<file path="src/rtl/audio_cfg_ctrl_pkg.sv">
// Shared definitions for the audio filter configuration controller:
// word map, sequencer states, mute level and the coefficient bundle.
package audio_cfg_ctrl_pkg;

    localparam logic [3:0] A_RATE_LO = 4'd0;
    localparam logic [3:0] A_RATE_HI = 4'd1;
    localparam logic [3:0] A_CX_LO   = 4'd2;
    localparam logic [3:0] A_CX_MID  = 4'd3;
    localparam logic [3:0] A_CX_HI   = 4'd4;
    localparam logic [3:0] A_CX10    = 4'd5;
    localparam logic [3:0] A_CX2     = 4'd6;
    localparam logic [3:0] A_CY0_LO  = 4'd7;
    localparam logic [3:0] A_CY0_HI  = 4'd8;
    localparam logic [3:0] A_CY1_LO  = 4'd9;
    localparam logic [3:0] A_CY1_HI  = 4'd10;
    localparam logic [3:0] A_CY2_LO  = 4'd11;
    localparam logic [3:0] A_CY2_HI  = 4'd12;
    localparam logic [3:0] A_CTL     = 4'd13;

    localparam logic [4:0] MUTE_LVL = 5'd16;

    typedef enum logic [2:0] {
        S_IDLE,
        S_WAIT,
        S_FADE_OUT,
        S_APPLY,
        S_CTL
    } state_t;

    typedef struct packed {
        logic [31:0] flt_rate;
        logic [39:0] cx;
        logic [7:0]  cx0;
        logic [7:0]  cx1;
        logic [7:0]  cx2;
        logic [23:0] cy0;
        logic [23:0] cy1;
        logic [23:0] cy2;
    } coef_t;

    function automatic logic [4:0] att_target(input logic [4:0] t);
        return (t > MUTE_LVL) ? MUTE_LVL : t;
    endfunction

endpackage

</file>
<file path="src/rtl/audio_cfg_ctrl_if.sv">
// Register-write / commit bus of the audio configuration controller.
// The controller reports its busy status back on the same bus.
interface audio_cfg_ctrl_if;

    logic        wr;
    logic [3:0]  addr;
    logic [15:0] wdata;
    logic        commit;
    logic        busy;

    modport master (
        output wr, addr, wdata, commit,
        input  busy
    );

    modport slave (
        input  wr, addr, wdata, commit,
        output busy
    );

endinterface

</file>
<file path="src/rtl/audio_cfg_ctrl_att_ramp.sv">
// Attenuation ramp: moves att one step toward the target
// every RAMP_SAMPLES sample strobes, never skipping a level.
module att_ramp
    import audio_cfg_ctrl_pkg::*;
#(
    parameter int unsigned RAMP_SAMPLES = 64
) (
    input  logic       clk,
    input  logic       reset,
    input  logic       sample_ce,
    input  logic       en,
    input  logic       reload,
    input  logic [4:0] target,
    output logic [4:0] att
);

    localparam logic [9:0] LAST = 10'(RAMP_SAMPLES - 1);

    logic [9:0] cnt;
    logic       hold;

    assign hold = reload || !en || (att == target);

    always_ff @(posedge clk or posedge reset) begin
        if (reset) begin
            cnt <= '0;
            att <= MUTE_LVL;
        end else if (hold) begin
            cnt <= '0;
        end else if (sample_ce) begin
            if (cnt == LAST) begin
                cnt <= '0;
                att <= (att < target) ? att + 5'd1 : att - 5'd1;
            end else begin
                cnt <= cnt + 10'd1;
            end
        end
    end

endmodule

</file>
<file path="src/rtl/audio_cfg_ctrl.sv">
// Audio filter configuration controller: shadow registers, commit
// sequencer with mute fade around coefficient swaps, and mix update.
module audio_cfg_ctrl
    import audio_cfg_ctrl_pkg::*;
#(
    parameter int unsigned RAMP_SAMPLES = 64
) (
    input  logic                    clk,
    input  logic                    reset,
    input  logic                    sample_ce,
    audio_cfg_ctrl_if.slave         bus,
    output logic [31:0]             flt_rate,
    output logic [39:0]             cx,
    output logic [7:0]              cx0,
    output logic [7:0]              cx1,
    output logic [7:0]              cx2,
    output logic [23:0]             cy0,
    output logic [23:0]             cy1,
    output logic [23:0]             cy2,
    output logic [4:0]              att,
    output logic [1:0]              mix,
    output logic                    flt_clr
);

    state_t     state;
    state_t     state_n;
    coef_t      shd;
    coef_t      act;
    logic [4:0] att_t;
    logic [1:0] mix_t;
    logic       dirty;
    logic       ctl_dirty;
    logic       commit_pend;
    logic       att_en;
    logic [4:0] att_tgt;
    logic       wr_coef;
    logic       wr_ctl;

    assign wr_coef = bus.wr && (bus.addr <= A_CY2_HI);
    assign wr_ctl  = bus.wr && (bus.addr == A_CTL);

    always_comb begin
        state_n = state;
        att_en  = 1'b0;
        att_tgt = att_target(att_t);
        unique case (state)
            S_IDLE: begin
                att_en = 1'b1;
                if (bus.commit || commit_pend)
                    state_n = S_WAIT;
            end
            S_WAIT: begin
                if (sample_ce)
                    state_n = dirty ? S_FADE_OUT : S_CTL;
            end
            S_FADE_OUT: begin
                att_en  = 1'b1;
                att_tgt = MUTE_LVL;
                if (att == MUTE_LVL)
                    state_n = S_APPLY;
            end
            S_APPLY: begin
                state_n = S_CTL;
            end
            S_CTL: begin
                att_en = 1'b1;
                if (sample_ce)
                    state_n = S_IDLE;
            end
            default: state_n = S_IDLE;
        endcase
    end

    always_ff @(posedge clk or posedge reset) begin
        if (reset) begin
            state       <= S_IDLE;
            act         <= '0;
            mix         <= '0;
            dirty       <= 1'b0;
            ctl_dirty   <= 1'b0;
            commit_pend <= 1'b0;
        end else begin
            state <= state_n;
            if (state == S_APPLY)
                act <= shd;
            if (state == S_CTL && sample_ce)
                mix <= mix_t;
            // A write landing in the clearing cycle keeps its flag.
            dirty <= wr_coef || (dirty && state != S_APPLY);
            ctl_dirty <= wr_ctl ||
                (ctl_dirty && !(state == S_CTL && sample_ce));
            if (state == S_IDLE && state_n == S_WAIT)
                commit_pend <= 1'b0;
            else if (bus.commit && state != S_IDLE)
                commit_pend <= 1'b1;
        end
    end

    always_ff @(posedge clk or posedge reset) begin
        if (reset) begin
            shd   <= '0;
            att_t <= '0;
            mix_t <= '0;
        end else if (bus.wr) begin
            case (bus.addr)
                A_RATE_LO: shd.flt_rate[15:0]  <= bus.wdata;
                A_RATE_HI: shd.flt_rate[31:16] <= bus.wdata;
                A_CX_LO:   shd.cx[15:0]        <= bus.wdata;
                A_CX_MID:  shd.cx[31:16]       <= bus.wdata;
                A_CX_HI:   shd.cx[39:32]       <= bus.wdata[7:0];
                A_CX10:    {shd.cx1, shd.cx0}  <= bus.wdata;
                A_CX2:     shd.cx2             <= bus.wdata[7:0];
                A_CY0_LO:  shd.cy0[15:0]       <= bus.wdata;
                A_CY0_HI:  shd.cy0[23:16]      <= bus.wdata[7:0];
                A_CY1_LO:  shd.cy1[15:0]       <= bus.wdata;
                A_CY1_HI:  shd.cy1[23:16]      <= bus.wdata[7:0];
                A_CY2_LO:  shd.cy2[15:0]       <= bus.wdata;
                A_CY2_HI:  shd.cy2[23:16]      <= bus.wdata[7:0];
                A_CTL: begin
                    att_t <= bus.wdata[4:0];
                    mix_t <= bus.wdata[6:5];
                end
                default: ;
            endcase
        end
    end

    att_ramp #(
        .RAMP_SAMPLES(RAMP_SAMPLES)
    ) u_att_ramp (
        .clk       (clk),
        .reset     (reset),
        .sample_ce (sample_ce),
        .en        (att_en),
        .reload    (state_n != state),
        .target    (att_tgt),
        .att       (att)
    );

    assign bus.busy = (state != S_IDLE) || commit_pend;
    assign flt_clr  = (state == S_APPLY);
    assign flt_rate = act.flt_rate;
    assign cx       = act.cx;
    assign cx0      = act.cx0;
    assign cx1      = act.cx1;
    assign cx2      = act.cx2;
    assign cy0      = act.cy0;
    assign cy1      = act.cy1;
    assign cy2      = act.cy2;

endmodule

</file>
<file path="src/flat_wrapper.sv">
// flat-port wrapper written by rule: the top's interface ports become plain ports
module audio_cfg_ctrl_flat import audio_cfg_ctrl_pkg::*;
#(
    parameter int unsigned RAMP_SAMPLES = 64
)
  (clk, reset, sample_ce, flt_rate, cx, cx0, cx1, cx2, cy0, cy1, cy2, att, mix, flt_clr, bus_wr, bus_addr, bus_wdata, bus_commit, bus_busy);
  audio_cfg_ctrl_if bus_i ();
  input  logic clk;
  input  logic reset;
  input  logic sample_ce;
  output logic [31:0] flt_rate;
  output logic [39:0] cx;
  output logic [7:0] cx0;
  output logic [7:0] cx1;
  output logic [7:0] cx2;
  output logic [23:0] cy0;
  output logic [23:0] cy1;
  output logic [23:0] cy2;
  output logic [4:0] att;
  output logic [1:0] mix;
  output logic flt_clr;
  input wire logic [$bits(bus_i.wr)-1:0] bus_wr;
  input wire logic [$bits(bus_i.addr)-1:0] bus_addr;
  input wire logic [$bits(bus_i.wdata)-1:0] bus_wdata;
  input wire logic [$bits(bus_i.commit)-1:0] bus_commit;
  output wire logic [$bits(bus_i.busy)-1:0] bus_busy;
  assign bus_i.wr = bus_wr;
  assign bus_i.addr = bus_addr;
  assign bus_i.wdata = bus_wdata;
  assign bus_i.commit = bus_commit;
  assign bus_busy = bus_i.busy;
  audio_cfg_ctrl #(.RAMP_SAMPLES(RAMP_SAMPLES)) u_core (.clk(clk), .reset(reset), .sample_ce(sample_ce), .bus(bus_i), .flt_rate(flt_rate), .cx(cx), .cx0(cx0), .cx1(cx1), .cx2(cx2), .cy0(cy0), .cy1(cy1), .cy2(cy2), .att(att), .mix(mix), .flt_clr(flt_clr));
endmodule
</file>
<file path="config.mk">
export PLATFORM = sky130hd
export DESIGN_NAME = audio_cfg_ctrl_flat
export DESIGN_NICKNAME = d
export VERILOG_FILES = /design/src/rtl/audio_cfg_ctrl_pkg.sv /design/src/rtl/audio_cfg_ctrl_if.sv /design/src/rtl/audio_cfg_ctrl_att_ramp.sv /design/src/rtl/audio_cfg_ctrl.sv /design/src/flat_wrapper.sv
export SDC_FILE = /design/constraint.sdc
export NUM_CORES = 1
export LEC_CHECK = 0
export BUFFER_PORTS_ARGS = -buffer_cell sky130_fd_sc_hd__buf_4
export CAP_MARGIN = 30
export CORE_UTILIZATION = 40
export DETAILED_ROUTE_END_ITERATION = 8
export GPL_TIMING_DRIVEN = 0
export PLACE_DENSITY_LB_ADDON = 0.2
export SETUP_SLACK_MARGIN = 0.5
export SLEW_MARGIN = 20
export SYNTH_ARGS = -nofsm -noshare
export SYNTH_HDL_FRONTEND = slang
export SYNTH_SLANG_ARGS = --single-unit
</file>
<file path="constraint.sdc">
create_clock -name clk -period 21.4 [get_ports clk]
set_input_delay 1.07 -clock clk [delete_from_list [all_inputs] [get_ports clk]]
set_output_delay 1.07 -clock clk [all_outputs]
set_load 0.05 [all_outputs]
</file>
==> impl_metrics.py, run 1 <==
metrics = {
    "global_route": {
        "gr-total-overflow": 0,
        "grt_max_degree": 105,
        "grt_pass1_vias": 9873,
        "antenna_found_initial": 5,
        "grt_pass1_wl_um": 57400,
        "track_usage_pct": 20.9,
    },
    "worst_setup_path": {
        "max_stage_delay_ps": 380,
        "cp-end-kind": "output port",
        "path_cells": "clkbuf_1, nor2b_1, nand2_1, inv_2, clkbuf_1, buf_4",
        "cpMostUsedCell": "clkbuf_1",
        "slowest_stage": "clkbuf_1",
        "crit_family": "buffers and inverters",
        "path_class": "register to output port",
        "start_kind": "register",
        "required_ps": 20330,
        "path_buf_inv": 4,
        "path_max_fanout": 10,
        "cp.arrival_ps": 2530,
    },
    "clock_tree": {
        "cts_tree": "built",
        "path_clk_slew_ps": 60,
        "cts_buffer_depth": 3,
        "cts_buffers": 40,
        "postCtsHoldBufs": 0,
        "cts-root-buf": "clkbuf_16",
        "htreeDepth": 2,
        "cts_setup_buffers": 0,
        "clock_latency_ps": 530,
        "post_cts_resized": 0,
        "cts.sinks": 365,
    },
    "final_layout": {
        "syn_to_final_growth_pct": 25.3,
        "drive_above_1_share_pct": 31.6,
        "final_cell_mix": "nand2_1 (522), dfrtp_1 (364), buf_4 (203)",
        "final_common_cell": "nand2_1",
        "layout.nets": 1537,
        "fill_cells": 3154,
        "final_cells": 1989,
    },
    "detailed_routing": {
        "postRouteAntennaNets": 0,
        "routed_wl_um": 36900,
        "drtPass1Iterations": 5,
        "via_per_inst": 4.84,
        "route.detailed.drc": 0,
        "initialDrtViolationCount": 372,
        "vias": 9617,
        "wl_per_cell_um": 18.6,
    },
    "die": {
        "fp.dieH_um": 190,
        "core_um2": 34700,
        "dieArea_um2": 36200,
        "num_rows": 68,
        "start_util_pct": 40.9,
        "ioPinCount": 202,
        "die_w_um": 190,
    },
    "yosys": {
        "post_synth.cell_area_avg_um2": 11.4,
        "syn_inst": 1249,
        "synth-seq-cells": 365,
        "netlist_area_um2": 14200,
        "synth-seq-area-share_pct": 64.4,
        "synth_warnings": 0,
        "yosysUniqueCellTypes": 44,
        "syn-num-nets": 1284,
    },
    "sta": {
        "hold_viol_final": 0,
        "finalCritPeriodShare_pct": 16.8,
        "maxSlewHeadroom_pct": 36.8,
        "period_minus_slack_ps": 3600,
        "rsz0062_at_grt": "no",
        "tns_ps": 0,
        "fmax_ghz": 0.278,
        "setup_violations": 0,
        "tightest_slew_ps": 948,
        "whs_ps": 457,
        "skew_ps": 23.3,
        "slew_viol_final": 0,
    },
    "power": {
        "p_leak_nw": 9.05,
        "irDropWorstVdd_mv": 0.0905,
        "power_density_nw_per_um2": 157,
    },
    "place": {
        "dp_hpwl_um": 25400,
        "place_congestion": 0.829,
        "dp_cells": 1915,
        "io_buffers": 199,
    },
    "run": {
        "cap_viol_max_count": 0,
    },
    "outcome": {
        "status": "complete, no violations",
    },
    "worst_hold_path": {
        "hold_class": "register to register",
    },
}
per-layer routing:
metal / track usage (%) / wire length (um)
met1: 28.9 / 16700
met2: 33.0 / 17200
met3: 4.71 / 2210
met4: 6.18 / 840
met5: 0 / 17
logic make-up (layout without fill, tap and decap cells):
logic type	Yosys count	after routing	synth area share, %
mux	180	180	14.3
fa+ha+maj	10	10	0.935
buf+inv	68	350	2.06
compound gates	31	31	1.42
other cells	0	3	0
xor+xnor	8	8	0.494
flops	365	365	64.4
simple gates	587	587	16.4
power breakdown:
group / internal, W / total (W) / leakage [nW] / switching [W]
logic: 0.000322 / 0.00107 / 3.82 / 0.000748
registers: 0.000905 / 0.00104 / 4.59 / 0.000132
clock network: 0.000404 / 0.000678 / 0.639 / 0.000274
total: 0.00163 / 0.00278 / 9.05 / 0.00115
area by class of cell:
| class | instances | area, um^2 | share of cell area [%] |
|---|---|---|---|
| Tap cell | 455 | 569 | 3.21 |
| Inverter | 7 | 33.8 | 0.190 |
| Multi-Input combinational cell | 816 | 4750 | 26.8 |
| Buffer | 61 | 267 | 1.50 |
| Clock inverter | 12 | 130 | 0.733 |
| Clock buffer | 59 | 1170 | 6.60 |
| Sequential cell | 365 | 9140 | 51.4 |
| Timing Repair Buffer | 211 | 1690 | 9.54 |
| Antenna cell | 3 | 7.51 | 0.0423 |
worst reg2reg max path, cell delays in order (launching register included):
cell and delay [ps]:
dfrtp_1 350, clkbuf_1 180, nor2b_1 200, and2_1 180, nor2_1 260, nand2_1 100
ha_1 320, a21o_1 220, a211o_1 370, ha_1 350, a21o_1 140, a21oi_1 70
a2111oi_0 480, o21ai_2 90, xnor2_1 140
synth_stat cells (all sizes together):
| cell type | instances | area, um^2 |
|---|---|---|
| o211a | 1 | 10.0 |
| fa | 1 | 20.0 |
| and2 | 2 | 12.5 |
| a211oi | 2 | 15.0 |
| a21o | 4 | 30.0 |
| nor3 | 4 | 25.0 |
| nand3 | 11 | 55.1 |
| and4 | 1 | 8.76 |
| a211o | 1 | 8.76 |
| a2111oi | 1 | 8.76 |
| dfstp | 1 | 26.3 |
| nand2 | 522 | 1960 |
| dfrtp | 364 | 9110 |
| ha | 9 | 113 |
| and3 | 3 | 18.8 |
| a21oi | 12 | 60.1 |
| nor2 | 23 | 86.3 |
| nand3b | 4 | 30.0 |
| or4 | 4 | 33.8 |
| o31a | 1 | 8.76 |
| o32a | 1 | 10.0 |
| clkbuf | 33 | 124 |
| mux2i | 1 | 10.0 |
| o31ai | 1 | 7.51 |
| xnor2 | 6 | 52.6 |
| or3 | 5 | 31.3 |
| o32ai | 1 | 8.76 |
| nor3b | 1 | 12.5 |
| nand2b | 3 | 18.8 |
| inv | 7 | 26.3 |
| mux2 | 179 | 2020 |
| nor2b | 2 | 12.5 |
| buf | 28 | 143 |
| nor4 | 2 | 18.8 |
| o21ai | 6 | 33.8 |
| xor2 | 2 | 17.5 |
flip-flops by register name, summed over array words and instances, names as in the netlist:
name                   cells
u_core.cx2                 8
u_core.cx1                 8
u_core.cy1                24
u_core.att_t               5
u_core.u_att_ramp.cnt     10
u_core.cx                 40
u_core.mix                 2
u_core.cx0                 8
u_core.dirty               1
u_core.commit_pend         1
u_core.shd               168
u_core.cy0                24
u_core.cy2                24
u_core.mix_t               2
u_core.state               3
u_core.u_att_ramp.att      5
u_core.flt_rate           32
final timing paths:
kind,startpoint,endpoint,slack (ps),depth (start not counted)
worst min register to register,u_core.shd[20]$_DFFE_PP0P_,u_core.cy2[20]$_DFFE_PP0N_,460,2
worst max-delay path,u_core.state[1]$_DFF_PP0_,flt_clr,17800,6
worst max register to register,u_core.state[1]$_DFF_PP0_,u_core.u_att_ramp.att[4]$_DFFE_PP1P_,17870,14
max in group asynchronous,reset,u_core.cy1[9]$_DFFE_PP0N_,19720,4
worst min-delay path,u_core.shd[20]$_DFFE_PP0P_,u_core.cy2[20]$_DFFE_PP0N_,460,2
min in group asynchronous,reset,u_core.flt_rate[1]$_DFFE_PP0N_,490,2
through the flow:
stage	setup slack, ps	instance area (um^2)	power, W	utilization (%)
finish	17800	17800	0.00278	51.2
floorplan	10200	14200	0.00176	-
global route	17540	17800	0.00293	51.2
CTS	17730	17800	0.00282	51.1
global placement	6100	16200	0.00211	46.8
detailed placement	17910	16500	0.00213	47.4
Power figures use the tool's default switching activity.
==> inputs of run 2 (changes only) <==
Clock period 21.4 ns to 3.3 ns, I/O delays scaled along.
==> impl_metrics.py, run 2 (same netlist as run 1, synthesis figures left out) <==
metrics = {
    "detailed_routing": {
        "wl_met3_um": 2450,
        "route.detailed.drc": 0,
        "drtPass1Iterations": 4,
        "wl_met2_um": 17600,
        "routed_wl_um": 37500,
        "met1Wirelength_um": 17000,
        "initialDrtViolationCount": 403,
        "via_per_inst": 4.85,
        "postRouteAntennaNets": 0,
        "wl_per_cell_um": 18.6,
        "top_layer": "met4",
        "vias": 9782,
    },
    "power": {
        "p_int_w": 0.0107,
        "power_density_nw_per_um2": 1000,
        "irDropWorstVdd_mv": 0.607,
        "seqPwrFrac_pct": 37.0,
        "p_leak_nw": 9.21,
        "clkPwrFrac_pct": 23.6,
        "power.switching_w": 0.00751,
        "switching_share_pct": 41.3,
        "power.share.combinational_pct": 39.4,
    },
    "sta": {
        "fmax_ghz": 0.332,
        "finalCritPeriodShare_pct": 91.2,
        "tightest_slew_ps": 954,
        "whs_ps": 16.9,
        "slew_viol_final": 0,
        "hold_viol_final": 0,
        "rsz0062_at_grt": "yes",
        "maxSlewHeadroom_pct": 36.2,
        "skew_ps": 18.0,
        "tns_ps": 0,
        "setup_violations": 0,
        "period_minus_slack_ps": 3010,
    },
    "worst_setup_path": {
        "start_kind": "register",
        "cp-end-kind": "register",
        "ff2ff_path_depth": 14,
        "cp.arrival_ps": 3450,
        "path_class": "register to register",
        "path_cells": "clkbuf_8, nor2b_4, and2_4, nor2_4, nand2_2, ha_4, a21o_1, a211o_4, fa_2, a21o_1, a211oi_2, o31a_1, o21ai_2, xnor2_1",
        "max_stage_delay_ps": 410,
        "required_ps": 3740,
        "cpMostUsedCell": "a21o_1",
        "slowest_stage": "fa_2",
        "path_max_fanout": 5,
    },
    "global_route": {
        "grt_max_degree": 35,
        "grt_pass1_vias": 9933,
        "antenna_found_initial": 5,
        "track_usage_pct": 21.1,
        "gr-total-overflow": 0,
        "grt_pass1_wl_um": 58300,
    },
    "final_layout": {
        "drive_above_1_share_pct": 33.2,
        "regMostFlops": "u_core.shd",
        "top_regs": "u_core.shd: 168 flops, u_core.cx: 40 flops, u_core.flt_rate: 32 flops",
        "final_cells": 2017,
        "final_common_cell": "nand2_1",
        "largest_reg_flops": 168,
        "final_cell_mix": "nand2_1 (521), dfrtp_1 (364), buf_4 (214)",
        "syn_to_final_growth_pct": 28.2,
        "layout.nets": 1566,
    },
    "die": {
        "dieArea_um2": 36200,
        "die_w_um": 190,
        "start_util_pct": 40.9,
        "fp.dieH_um": 190,
        "core_um2": 34700,
        "ioPinCount": 202,
        "num_rows": 68,
    },
    "clock_tree": {
        "cts.sinks": 365,
        "cts_tree": "built",
        "cts-root-buf": "clkbuf_16",
        "htreeDepth": 2,
        "cts_buffer_depth": 3,
        "cts_buffers": 39,
        "path_clk_slew_ps": 60,
        "clock_latency_ps": 520,
    },
    "place": {
        "dp_hpwl_um": 26000,
        "dp_cells": 1921,
        "io_buffers": 199,
        "place_congestion": 0.757,
    },
    "worst_hold_path": {
        "hold_class": "input port to register",
        "hold_depth": 2,
    },
    "outcome": {
        "status": "complete, no violations",
    },
    "run": {
        "cap_viol_max_count": 0,
    },
}
==> run 2: cell types whose count changed in the layout (fill, tap and decap cells not counted), moves of 2 or more <==
cell | before | now
a21oi_1 | 12 | 10
a21oi_2 | 0 | 2
buf_12 | 0 | 11
buf_16 | 4 | 2
buf_4 | 203 | 214
clkbuf_1 | 42 | 44
clkinv_2 | 6 | 4
dlygate4sd3_1 | 0 | 9
ha_1 | 9 | 5
ha_4 | 0 | 4
==> run 2: timing repair <==
action                                 CTS  global route
setup endpoints to repair                2             4
setup buffers                            9             4
gates resized for setup                  5             5
endpoints found under the hold margin   86             0
hold buffers                             9             0
pin swaps                                8             2
==> run 2: layout make-up <==
| class | instances | area (um^2) |
|---|---|---|
| flip-flops and latches | 365 | 9140 |
| repair buffers | 241 | 2050 |
| clock buffers | 63 | 1200 |
| inverters | 7 | 30.0 |
| plain buffers | 61 | 280 |
| clock inverters | 6 | 57.6 |
| diodes | 3 | 7.51 |
| well taps | 455 | 569 |
| multi-input cells | 816 | 4860 |
| fillers | 3171 | 16500 |
==> run 2: routing by layer <==
metal,GRT usage (%),vias up
met5,0,-
met4,4.09,0
li1,-,4613
met1,29.1,4924
met2,33.7,207
met3,5.36,38
==> run 2: through the flow <==
step,total power (W),worst slack (ps),instance area (um^2),util [%]
after floorplan,0.0115,-1760,14200,-
after global placement,0.0137,-4030,16300,47.0
after detailed placement,0.0139,198,16700,48.0
after CTS,0.0183,286,18100,52.1
after global routing,0.0191,155,18200,52.4
final,0.0182,289,18200,52.4
==> run 2: worst paths after layout <==
| check | endpoint | slack, ps | startpoint |
|---|---|---|---|
| max | u_core.u_att_ramp.att[4]$_DFFE_PP1P_ | 290 | u_core.state[1]$_DFF_PP0_ |
| max in group asynchronous | u_core.cx2[6]$_DFFE_PP0N_ | 1480 | reset |
| min in group asynchronous | u_core.flt_rate[5]$_DFFE_PP0N_ | 220 | reset |
| max reg2reg | u_core.u_att_ramp.att[4]$_DFFE_PP1P_ | 290 | u_core.state[1]$_DFF_PP0_ |
| min | u_core.shd[61]$_DFFE_PP0P_ | 20 | bus_wdata[13] |
| min reg2reg | u_core.cy1[8]$_DFFE_PP0N_ | 460 | u_core.shd[32]$_DFFE_PP0P_ |
==> run 2: worst max-delay path, delay by kind of cell, from the launching register on <==
kind / cells / cell delay [ps]
simple gates: 4 / 480
fa+ha+maj: 2 / 630
buf+inv: 1 / 130
flops: 1 / 370
xor+xnor: 1 / 140
compound gates: 6 / 1190
==> run 2: power by group through the flow <==
stage | combinational [W] | sequential [W] | clock (W)
detailed placement | 0.00710 | 0.00678 | 0
global route | 0.00764 | 0.00688 | 0.00459
CTS | 0.00719 | 0.00673 | 0.00440
floorplan | 0.00201 | 0.00948 | 0
finish | 0.00716 | 0.00672 | 0.00429
global placement | 0.00696 | 0.00676 | 0
